===== src/rtl/comp_pkg.sv =====
// Shared encodings for the sequential comparator family: FSM states,
// result codes and the digit-count helper used to size the digit index.
package comp_pkg;

  localparam logic [0:0] ST_IDLE = 1'b0;
  localparam logic [0:0] ST_RUN  = 1'b1;

  typedef logic [1:0] res_t;
  localparam res_t RES_EQ = 2'b00;
  localparam res_t RES_LT = 2'b01;
  localparam res_t RES_GT = 2'b10;

  function automatic int digit_count(input int width, input int digit);
    return width / digit;
  endfunction

endpackage


===== src/rtl/digit_cmp.sv =====
// Combinational unsigned compare of one DIGIT-bit slice; less-than is
// implied when neither equal nor greater.
module digit_cmp #(
  parameter int DIGIT = 1
) (
  input  logic [DIGIT-1:0] x,
  input  logic [DIGIT-1:0] y,
  output logic             d_eq,
  output logic             d_gt
);

  assign d_eq = (x == y);
  assign d_gt = (x > y);

endmodule


===== src/rtl/seq_compare.sv =====
// Sequential MSB-first magnitude/equality comparator, DIGIT bits per clock,
// stopping at the first differing digit and reporting one-hot eq/lt/gt.
module seq_compare
  import comp_pkg::*;
#(
  parameter int WIDTH = 8,
  parameter int DIGIT = 1
) (
  input  logic             clk,
  input  logic             rst,
  input  logic             start,
  input  logic             signed_mode,
  input  logic [WIDTH-1:0] a,
  input  logic [WIDTH-1:0] b,
  output logic             busy,
  output logic             done,
  output logic             eq,
  output logic             lt,
  output logic             gt
);

  localparam int N  = digit_count(WIDTH, DIGIT);
  localparam int IW = (N > 1) ? $clog2(N) : 1;
  localparam logic [IW-1:0] TOP_IDX = IW'(N - 1);

  generate
    if ((WIDTH % DIGIT) != 0 || WIDTH < 2 || DIGIT < 1) begin : g_bad_params
      $error("seq_compare: WIDTH must be >= 2 and a multiple of DIGIT");
    end
  endgenerate

  logic [0:0]       state_reg;
  logic [WIDTH-1:0] a_reg;
  logic [WIDTH-1:0] b_reg;
  logic             sgn_reg;
  logic [IW-1:0]    idx_reg;
  logic             done_reg;
  logic             eq_reg;
  logic             lt_reg;
  logic             gt_reg;

  logic [DIGIT-1:0] a_dig [N];
  logic [DIGIT-1:0] b_dig [N];
  logic [DIGIT-1:0] da;
  logic [DIGIT-1:0] db;
  logic             d_eq;
  logic             d_gt;
  res_t             res;

  genvar gi;
  generate
    for (gi = 0; gi < N; gi++) begin : g_digits
      assign a_dig[gi] = a_reg[gi*DIGIT +: DIGIT];
      assign b_dig[gi] = b_reg[gi*DIGIT +: DIGIT];
    end
  endgenerate

  // Flipping the sign bit maps two's-complement order onto unsigned order.
  always_comb begin
    da = a_dig[idx_reg];
    db = b_dig[idx_reg];
    if (sgn_reg && idx_reg == TOP_IDX) begin
      da[DIGIT-1] = ~da[DIGIT-1];
      db[DIGIT-1] = ~db[DIGIT-1];
    end
  end

  digit_cmp #(.DIGIT(DIGIT)) u_digit_cmp (
    .x    (da),
    .y    (db),
    .d_eq (d_eq),
    .d_gt (d_gt)
  );

  always_comb begin
    res = RES_LT;
    if (d_eq)
      res = RES_EQ;
    else if (d_gt)
      res = RES_GT;
  end

  always_ff @(posedge clk or posedge rst) begin
    if (rst) begin
      state_reg <= ST_IDLE;
      a_reg     <= '0;
      b_reg     <= '0;
      sgn_reg   <= 1'b0;
      idx_reg   <= '0;
      done_reg  <= 1'b0;
      eq_reg    <= 1'b0;
      lt_reg    <= 1'b0;
      gt_reg    <= 1'b0;
    end else begin
      done_reg <= 1'b0;
      case (state_reg)
        ST_IDLE: begin
          if (start) begin
            a_reg     <= a;
            b_reg     <= b;
            sgn_reg   <= signed_mode;
            idx_reg   <= TOP_IDX;
            state_reg <= ST_RUN;
          end
        end
        ST_RUN: begin
          if (!d_eq || idx_reg == '0) begin
            state_reg <= ST_IDLE;
            done_reg  <= 1'b1;
            eq_reg    <= (res == RES_EQ);
            lt_reg    <= (res == RES_LT);
            gt_reg    <= (res == RES_GT);
          end else begin
            idx_reg <= idx_reg - 1'b1;
          end
        end
        default: state_reg <= ST_IDLE;
      endcase
    end
  end

  assign busy = (state_reg == ST_RUN);
  assign done = done_reg;
  assign eq   = eq_reg;
  assign lt   = lt_reg;
  assign gt   = gt_reg;

endmodule


===== config.mk =====
export PLATFORM = sky130hd
export DESIGN_NAME = seq_compare
export DESIGN_NICKNAME = d
export VERILOG_FILES = /design/src/rtl/comp_pkg.sv /design/src/rtl/digit_cmp.sv /design/src/rtl/seq_compare.sv
export SDC_FILE = /design/constraint.sdc
export NUM_CORES = 1
export LEC_CHECK = 0
export ABC_AREA = 1
export BUFFER_PORTS_ARGS = -buffer_cell sky130_fd_sc_hd__buf_4
export CAP_MARGIN = 20
export CORE_UTILIZATION = 30
export DETAILED_ROUTE_END_ITERATION = 6
export PLACE_DENSITY_LB_ADDON = 0.08
export SYNTH_ARGS = -nofsm -noshare
export SYNTH_HDL_FRONTEND = slang
export SYNTH_SLANG_ARGS = --single-unit

===== constraint.sdc =====
create_clock -name clk -period 2.04 [get_ports clk]
set_input_delay 0.102 -clock clk [delete_from_list [all_inputs] [get_ports clk]]
set_output_delay 0.102 -clock clk [all_outputs]
set_load 0.01 [all_outputs]

==> results.yml, run 1 <==
worst_setup_path:
  r2r_slack_ps: 160
  startpoint: "idx_reg[0]$_DFFE_PP0P_"
  criticalPathCategory: "register to register"
  arrival_ps: 2080
  crit_path_max_fanout: 9
  cp-start-kind: "register"
  required_ps: 2240
  r2r_start: "idx_reg[0]$_DFFE_PP0P_"
  endpoint_kind: "register"
yosys:
  yosysTopAreaCell: "dfrtp_1"
  yosys-top-cells-count: "nand2_1 (35), dfrtp_1 (25), inv_1 (14)"
  synth-seq-area-share_pct: 49.8
  syn-cell-area_mm2: 0.00126
  yosysWarnings: 0
  ys_ff_latch: 25
  async_reset_ff_share_pct: 100
  synth.top_cell.area_share_pct: 49.8
  synthDistinctLibCells: 19
  synth_area_per_cell_um2: 9.17
  yosysMostFrequentCell: "nand2_1"
  ys.flop_type: "dfrtp_1"
  synthCells: 137
  synth_edf_count: 0
  synth_area_leaders: "dfrtp_1 (50%), nand2_1 (10%), mux2_2 (7.2%)"
  syn_nets: 162
sta:
  final.min_clock_period_ps: 1880
  finClkSkew_ps: 2.06
  relSlewSlack_pct: 78.2
  setup_violations: 0
  slew_viol_final: 0
  holdWs_ps: 38.2
  fin_crit_sh_pct: 92.2
  timing.final.hold_violations: 0
  worstMarginPinSlew_ps: 327
  max_clock_freq_mhz: 532
clock_tree:
  cts_made_buffers: 3
  clockBufferDepth: 2
  cts_tree: "done"
  htree_num_levels: 1
  cts.sinks: 25
  cts.clk_slew.worst_paths_ps: 90
  root_buffer: "clkbuf_8"
  insertion_delay_ps: 270
global_route:
  grt_pass1_wl_mm: 4.02
  grt_overflow: 0
  grt_max_degree: 28
  grt_pass1_vias: 885
  antenna_found_initial: 0
  track_usage_pct: 12.2
layout:
  fin_nets: 198
  drive_gt1_share_pct: 40.7
  area_growth_pct: 33.1
  stdcell_count: 222
  diodes: 0
  fillers: 417
  design_area_mm2: 0.00167
min_path:
  worstHoldStart: "b[7]"
  worstHoldPathType: "input pin to register"
status:
  outcome: "finished clean"
power:
  seqPwrFrac_pct: 29.6
  clockPowerShare_pct: 10.2
  ir_drop_mv: 0.545
  leakagePower_uw: 0.000849
  powerDensity_mw_per_mm2: 1750
  p_sw_share_pct: 41.1
  p_int_uw: 1730
  p_comb_share_pct: 60.2
  p_sw_uw: 1200
  p_total_uw: 2930
drt:
  drcViolationCount: 0
  drt_wl_total_mm: 2.42
  first_pass_iters: 4
  viasPerCell: 4.22
  postRouteAntennaNets: 0
  drtIter0Drc: 16
  routedWlPerCell_um: 10.9
  vias: 937
place:
  place.gp.congestion: 0.716
  numPortBuffers: 24
  place_area_mm2: 0.00150
  dp.cells: 212
  hpwl_mm: 1.76
floorplan:
  rows: 23
  ioPinCount: 25
  core-area_mm2: 0.00400
  start_util_pct: 31.4
  die_x_um: 66.7
  die_area_mm2: 0.00445
  die_h_um: 66.7
job:
  drv_cap: 0
[through the flow]
stage                     TNS, ps  utilization (%)  setup slack, ps
final                           0             41.8              160
after global routing        -14.9             41.8            -7.76
after CTS                       0             38.8             18.2
after detailed placement        0             37.4             46.3
after global placement          0             37.4             90.0
after floorplan                 0                -              192
[cell families (layout without fill, tap and decap cells)]
kind of cell	count (synthesis)	count (layout)	synth area share, %
simple gates	65	65	23.4
compound gates	10	10	3.98
mux	9	9	8.07
flops	25	25	49.8
xor+xnor	2	2	1.39
buf+inv	21	56	8.37
fa+ha+maj	5	5	4.98
[cells in the final DEF (no fill, tap or decap)]
| cell type | instances |
|---|---|
| buf_4 | 32 |
| nand2_1 | 30 |
| dfrtp_1 | 24 |
| inv_1 | 11 |
| nand3_1 | 11 |
| nor2_1 | 9 |
| a21oi_1 | 9 |
| nand2_2 | 9 |
| mux2_2 | 8 |
| inv_2 | 4 |
| ha_1 | 3 |
| clkbuf_8 | 3 |
| nand2_4 | 2 |
| nand3_2 | 2 |
| ha_4 | 2 |
| buf_6 | 2 |
| nor2_4 | 1 |
| inv_6 | 1 |
| o21ai_1 | 1 |
| nand3_4 | 1 |
| xor2_1 | 1 |
| inv_4 | 1 |
| xor2_2 | 1 |
| mux2_1 | 1 |
| clkbuf_1 | 1 |
| dlygate4sd3_1 | 1 |
| dfrtp_2 | 1 |
[critical path: stages (launching register included)]
cell and delay [ps]:
dfrtp_1 410, buf_6 140, inv_6 80, nand2_1 50
nand3_1 70, nand3_1 90, nand2_2 120, xor2_2 210
ha_4 180, nand2_4 60, nor2_4 150, inv_2 50
nand2_2 70, nor2_1 40, a21oi_1 100
[power by group through the flow]
stage | clock, µW | sequential [µW] | combinational (µW)
2_1_floorplan | 0 | 855 | 1050
3_3_place_gp | 0 | 868 | 1330
3_5_place_dp | 0 | 865 | 1360
4_1_cts | 309 | 856 | 1370
5_1_grt | 326 | 896 | 2020
6_report | 298 | 869 | 1760
[repair_timing]
action	4_1_cts	5_1_grt
resized for setup	0	22
endpoints found under the hold margin	25	0
endpoints found under the setup margin	0	6
setup buffers	0	5
hold buffers	1	0
[final timing paths]
| check | endpoint | cells past startpoint |
|---|---|---|
| setup reg to reg | idx_reg[1]$_DFFE_PP0P_ | 14 |
| setup / recovery | idx_reg[1]$_DFFE_PP0P_ | 14 |
| max in group asynchronous | idx_reg[1]$_DFFE_PP0P_ | 4 |
| hold reg to reg | lt$_DFFE_PP0P_ | 2 |
| hold / removal | b_reg[7]$_DFFE_PP0P_ | 2 |
| min in group asynchronous | b_reg[7]$_DFFE_PP0P_ | 4 |
[metal layers]
layer  vias up  global-route usage [%]  routed length [µm]
li1        500                       -                   -
met5         -                       0                   0
met1       416                    15.7                1120
met3         5                    2.05                  89
met2        16                    19.3                1160
met4         0                    6.38                  51
[final cells by class]
| cell class | count | area (µm²) | area share, % |
|---|---|---|---|
| sequential | 25 | 627 | 37.5 |
| multi-input combinational | 91 | 593 | 35.5 |
| timing repair buffer | 35 | 273 | 16.3 |
| inverter | 17 | 71.3 | 4.27 |
| tap | 50 | 62.6 | 3.74 |
| clock buffer | 4 | 45.0 | 2.69 |
Note: power is estimated with default switching activity, not from simulation.
==> run 2: changes to the inputs <==
--- a/config.mk
+++ b/config.mk
@@ -10,7 +10,6 @@
 export CAP_MARGIN = 20
 export CORE_UTILIZATION = 30
 export DETAILED_ROUTE_END_ITERATION = 6
-export PLACE_DENSITY_LB_ADDON = 0.08
 export SYNTH_ARGS = -nofsm -noshare
 export SYNTH_HDL_FRONTEND = slang
 export SYNTH_SLANG_ARGS = --single-unit
==> run 2 against run 1 <==
Compared with the run above:
- register-to-register slack worse by 130 ps
- design area down 2.7%
- largest power group unchanged
- clock power down 1%
- largest cell class unchanged
==> results.yml, run 2 (synthesis gave the netlist of run 1 again) <==
floorplan:
  die_h_um: 66.7
  rows: 23
  start_util_pct: 31.4
  die_area_mm2: 0.00445
  core-area_mm2: 0.00400
  ioPinCount: 25
  die_x_um: 66.7
place:
  hpwl_mm: 1.64
  dp_slack_ps: 19.2
  dp.cells: 210
  place.gp.congestion: 0.748
  numPortBuffers: 24
worst_setup_path:
  max_stage_delay_ps: 460
  required_ps: 2230
  worst_r2r_endpoint: "idx_reg[1]$_DFFE_PP0P_"
  crit_path_max_fanout: 6
  endpoint_kind: "register"
  path_common_cell: "nand2_2"
  r2r_slack_ps: 30
  cp_cell_sequence: "clkinv_4 > buf_6 > nand2_2 > nand3_1 > nand3_2 > nand2_2 > xor2_1 > ha_1 > nand2_2 > nor2_4 > inv_2 > nand2_2 > nor2_1 > a21oi_1"
  r2r_start: "idx_reg[0]$_DFFE_PP0P_"
  crit_path_top_delay_cell: "dfrtp_2"
  criticalPathCategory: "register to register"
  crit_buf_inv: 3
  rr_worst_depth: 14
  cp-start-kind: "register"
  arrival_ps: 2200
  critPathTopFamily: "simple AND/OR/NAND/NOR gates"
clock_tree:
  cts_made_buffers: 3
  clockBufferDepth: 2
  cts.clk_slew.worst_paths_ps: 90
  cts_tree: "done"
  root_buffer: "clkbuf_8"
  cts.sinks: 25
  htree_num_levels: 1
  insertion_delay_ps: 270
drt:
  routedWlPerCell_um: 10.5
  first_pass_iters: 4
  postRouteAntennaNets: 0
  drt_wl_total_mm: 2.30
  drcViolationCount: 0
  drtIter0Drc: 19
  vias: 969
  viasPerCell: 4.40
layout:
  fillers: 413
  diodes: 0
  final_common_cell: "nand2_1"
  fin_nets: 196
  drive_gt1_share_pct: 40.6
  area_growth_pct: 29.5
  final_util_pct: 40.7
  stdcell_count: 220
  layout_common_cells: "nand2_1 (31), buf_4 (29), dfrtp_1 (23)"
sta:
  worstMarginPinSlew_ps: 327
  finClkSkew_ps: 4.00
  relSlewSlack_pct: 78.2
  slew_viol_final: 0
  timing.final.hold_violations: 0
  max_clock_freq_mhz: 497
  final.min_clock_period_ps: 2010
  finalWorstSetupSlack_ps: 29.1
  fin_tns_setup_ps: 0
  rsz0062_at_grt: "true"
  setup_violations: 0
  fin_crit_sh_pct: 98.6
global_route:
  track_usage_pct: 11.8
  grt_pass1_vias: 946
  antenna_found_initial: 0
  grt_overflow: 0
  grt_max_degree: 28
  grt_pass1_wl_mm: 3.93
min_path:
  worstHoldPathCells: 2
  worstHoldPathType: "input pin to register"
  worstHoldStart: "b[7]"
  holdPathEnd: "b_reg[7]$_DFFE_PP0P_"
power:
  ir_drop_mv: 0.508
  powerDensity_mw_per_mm2: 1610
  leakagePower_uw: 0.000841
job:
  drv_cap: 0
status:
  outcome: "finished clean"
[run 2: worst register-to-register path, delay by kind of cell, from the launching register on]
| kind | cells | cell delay [ps] |
|---|---|---|
| compound gates | 1 | 120 |
| xor+xnor | 1 | 170 |
| fa+ha+maj | 1 | 300 |
| buf+inv | 3 | 290 |
| flops | 1 | 460 |
| simple gates | 8 | 590 |
[run 2: metrics by stage]
stage	total power, µW	hold WS, ps	cell area (µm²)
finish	2620	36.6	1630
global route	2880	30.6	1630
CTS	2460	38.0	1540
detailed placement	2160	182	1480
global placement	2150	181	1480
floorplan	1900	129	1260
[run 2: repair_timing]
action / in CTS / in global routing
setup endpoints to repair: 1 / 6
pin swaps: 0 / 9
hold buffers: 1 / 0
endpoints found under the hold margin: 25 / 0
gates resized for setup: 1 / 22
setup buffers: 0 / 5
[run 2: final cells by class]
cell class	count	area, µm²	share of cell area [%]
Sequential cell	25	628	38.6
Multi-Input combinational cell	91	561	34.5
Timing Repair Buffer	33	262	16.1
Inverter	17	68.8	4.23
Tap cell	50	62.6	3.85
Clock buffer	4	45.0	2.77
[run 2: worst max-delay path by stage]
stage,from,to,cells after the start
6_report,idx_reg[0]$_DFFE_PP0P_,idx_reg[1]$_DFFE_PP0P_,14
2_1_floorplan,idx_reg[0]$_DFFE_PP0P_,idx_reg[1]$_DFFE_PP0P_,17
5_1_grt,idx_reg[0]$_DFFE_PP0P_,idx_reg[1]$_DFFE_PP0P_,16
4_1_cts,idx_reg[0]$_DFFE_PP0P_,idx_reg[1]$_DFFE_PP0P_,13
3_3_place_gp,idx_reg[0]$_DFFE_PP0P_,idx_reg[1]$_DFFE_PP0P_,13
3_5_place_dp,idx_reg[0]$_DFFE_PP0P_,idx_reg[1]$_DFFE_PP0P_,13
[run 2: where the power goes]
| part | total (µW) | internal (µW) | switching [µW] |
|---|---|---|---|
| clock | 294 | 140 | 154 |
| sequential | 881 | 743 | 138 |
| combinational | 1440 | 637 | 807 |
[run 2: layer usage]
layer  up-vias  track usage (%)  wire, µm
met5         -                0         0
met4         0             6.38        48
met3         5             2.05        57
met2        14             19.8      1120
met1       450             14.2      1080
li1        500                -         -
==> run 3: changes to the inputs <==
--- a/config.mk
+++ b/config.mk
@@ -5,7 +5,6 @@
 export SDC_FILE = /design/constraint.sdc
 export NUM_CORES = 1
 export LEC_CHECK = 0
-export ABC_AREA = 1
 export BUFFER_PORTS_ARGS = -buffer_cell sky130_fd_sc_hd__buf_4
 export CAP_MARGIN = 20
 export CORE_UTILIZATION = 30
==> run 3 against run 2 <==
Compared with the run above:
- the run now ends with negative setup slack left
- combinational power up 30%
- wire length down 13%
- utilization up 2.1 points
- global-route usage down 1.5 points
- non-clock buffer count up 6
- via count down 20%
- sequential power up 5.8%
- synthesized cell count down 39%
- clock power down 2%
- design area down 0.92%
- synthesized area down 3.7%
- die area down 3.6%
- largest power group unchanged
==> results.yml, run 3 <==
layout:
  final_common_cell: "buf_4"
  diodes: 0
  drive_gt1_share_pct: 56.1
  fin_nets: 149
  design_area_mm2: 0.00161
  layout_common_cells: "buf_4 (37), dfrtp_1 (23), mux2_2 (17)"
  area_growth_pct: 33.2
floorplan:
  die_h_um: 65.5
  die_area_mm2: 0.00429
  rows: 22
  ioPinCount: 25
  core-area_mm2: 0.00377
  start_util_pct: 32.1
  die_x_um: 65.5
drt:
  drt_wl_total_mm: 2.00
  drtIter0Drc: 7
  routedWlPerCell_um: 11.7
  postRouteAntennaNets: 0
  drcViolationCount: 0
  vias: 779
  viasPerCell: 4.56
  first_pass_iters: 4
sta:
  slew_viol_final: 0
  fin_crit_sh_pct: 113
  relSlewSlack_pct: 79.3
  finClkSkew_ps: 3.52
  setup_violations: 7
  max_clock_freq_mhz: 435
  finalWorstSetupSlack_ps: -258
  holdWs_ps: 63.7
  final.min_clock_period_ps: 2300
  timing.final.hold_violations: 0
  worstMarginPinSlew_ps: 311
  rsz0062_at_grt: "true"
clock_tree:
  cts_made_buffers: 3
  insertion_delay_ps: 270
  htree_num_levels: 1
  cts.sinks: 25
  cts_tree: "done"
  root_buffer: "clkbuf_8"
  clockBufferDepth: 2
  cts.clk_slew.worst_paths_ps: 80
place:
  place.gp.congestion: 0.755
  hpwl_mm: 1.48
  place_area_mm2: 0.00148
  numPortBuffers: 24
yosys:
  synth-seq-area-share_pct: 51.7
  synth.top_cell.area_share_pct: 51.7
  yosys-top-cells-count: "dfrtp_1 (25), mux2_2 (20), mux2i_1 (9)"
  ys.flop_type: "dfrtp_1"
  yosysTopAreaCell: "dfrtp_1"
  async_reset_ff_share_pct: 100
  syn_nets: 109
  synthDistinctLibCells: 21
  ys_ff_latch: 25
  synth_area_leaders: "dfrtp_1 (52%), mux2_2 (19%), mux2i_1 (7.4%)"
  synth_edf_count: 0
  yosysMostFrequentCell: "dfrtp_1"
  yosysWarnings: 0
  synth_area_per_cell_um2: 14.4
  synthCells: 84
  syn-cell-area_mm2: 0.00121
global_route:
  grt_pass1_wl_mm: 3.37
  grt_max_degree: 26
  antenna_found_initial: 0
  grt_pass1_vias: 768
  track_usage_pct: 10.3
  grt_overflow: 0
worst_setup_path:
  criticalPathCategory: "register to register"
  cp_cell_sequence: "mux2i_1 > mux4_2 > xnor2_1 > ha_1 > a21boi_4 > mux2_4"
  arrival_ps: 2460
  r2r_slack_ps: -260
  required_ps: 2200
  cp-start-kind: "register"
  max_stage_delay_ps: 490
  endpoint_kind: "register"
  crit_path_top_delay_cell: "mux4_2"
  crit_path_max_fanout: 7
power:
  p_comb_share_pct: 60.6
  seqPwrFrac_pct: 30.1
  clockPowerShare_pct: 9.3
  p_sw_share_pct: 33.2
  p_total_uw: 3090
  p_int_uw: 2070
  p_sw_uw: 1030
  leakagePower_uw: 0.000779
  ir_drop_mv: 0.658
  powerDensity_mw_per_mm2: 1920
status:
  outcome: "finished, violations left"
  failed_checks: "negative setup slack"
job:
  drv_cap: 0
min_path:
  worstHoldPathType: "input pin to register"
run 3: changes by cell type after synthesis, sizes merged, moves of 11 or more:
cell and change:
inv -14, mux2 +11, nand2 -41, nand3 -12
run 3: worst paths after layout:
check	startpoint	to	depth (start not counted)
max	idx_reg[1]$_DFFE_PP0P_	lt$_DFFE_PP0P_	6
min	a[4]	a_reg[4]$_DFFE_PP0P_	2
max reg2reg	idx_reg[1]$_DFFE_PP0P_	lt$_DFFE_PP0P_	6
min reg2reg	a_reg[6]$_DFFE_PP0P_	a_reg[6]$_DFFE_PP0P_	1
max in group asynchronous	rst	idx_reg[1]$_DFFE_PP0P_	4
min in group asynchronous	rst	gt$_DFFE_PP0P_	4
run 3: kinds of logic (layout without fill, tap and decap cells):
| logic type | count (synthesis) | count (layout) | synth area share (%) |
|---|---|---|---|
| mux | 31 | 31 | 29.8 |
| xor+xnor | 4 | 4 | 2.90 |
| fa+ha+maj | 5 | 5 | 5.17 |
| buf+inv | 7 | 46 | 3.31 |
| simple gates | 7 | 7 | 3.21 |
| compound gates | 5 | 5 | 3.93 |
| flops | 25 | 25 | 51.7 |
run 3: through the flow:
step                setup slack [ps]  std cells  setup TNS [ps]  utilization [%]
global route                    -328        171           -1860             42.7
floorplan                       -261         84            -923                -
CTS                             -240        168           -1140             41.5
finish                          -258        171           -1290             42.7
global placement                -252        160           -1320             39.3
detailed placement              -303        160           -1550             39.3
run 3: critical path: cells and delay by family, from the launching register on:
family / cells / cell delay (ps)
AOI/OAI and AO/OA: 1 / 240
xor gates and xnor gates: 1 / 150
DFF: 1 / 480
adders and majority gates: 1 / 360
muxes: 3 / 960
run 3: timing repair:
action                                  in CTS  in global routing
buffers inserted                             3                  3
pin swaps                                    1                  2
endpoints found under the setup margin       7                  7
hold endpoints to repair                    25                  0
hold buffers                                 1                  0
gates resized for setup                      3                  5
run 3: routing by layer:
metal | vias to the layer above | routed length [µm] | track usage (%)
met4 | 0 | 8 | 2.45
li1 | 378 | - | -
met3 | 2 | 111 | 3.65
met1 | 379 | 972 | 13.0
met5 | - | 0 | 0
met2 | 20 | 910 | 16.9
run 3: power groups by stage:
stage / clock (µW) / combinational, µW / sequential (µW)
finish: 288 / 1870 / 932
global route: 318 / 2040 / 966
CTS: 301 / 1530 / 934
detailed placement: 0 / 1470 / 945
global placement: 0 / 1450 / 946
floorplan: 0 / 1070 / 886
run 3: area by class of cell:
class	instances	area (µm²)
Multi-Input combinational cell	52	568
Tap cell	48	60.1
Clock buffer	4	45.0
Timing Repair Buffer	39	299
Fill cell	348	2160
Inverter	3	11.3
Sequential cell	25	628
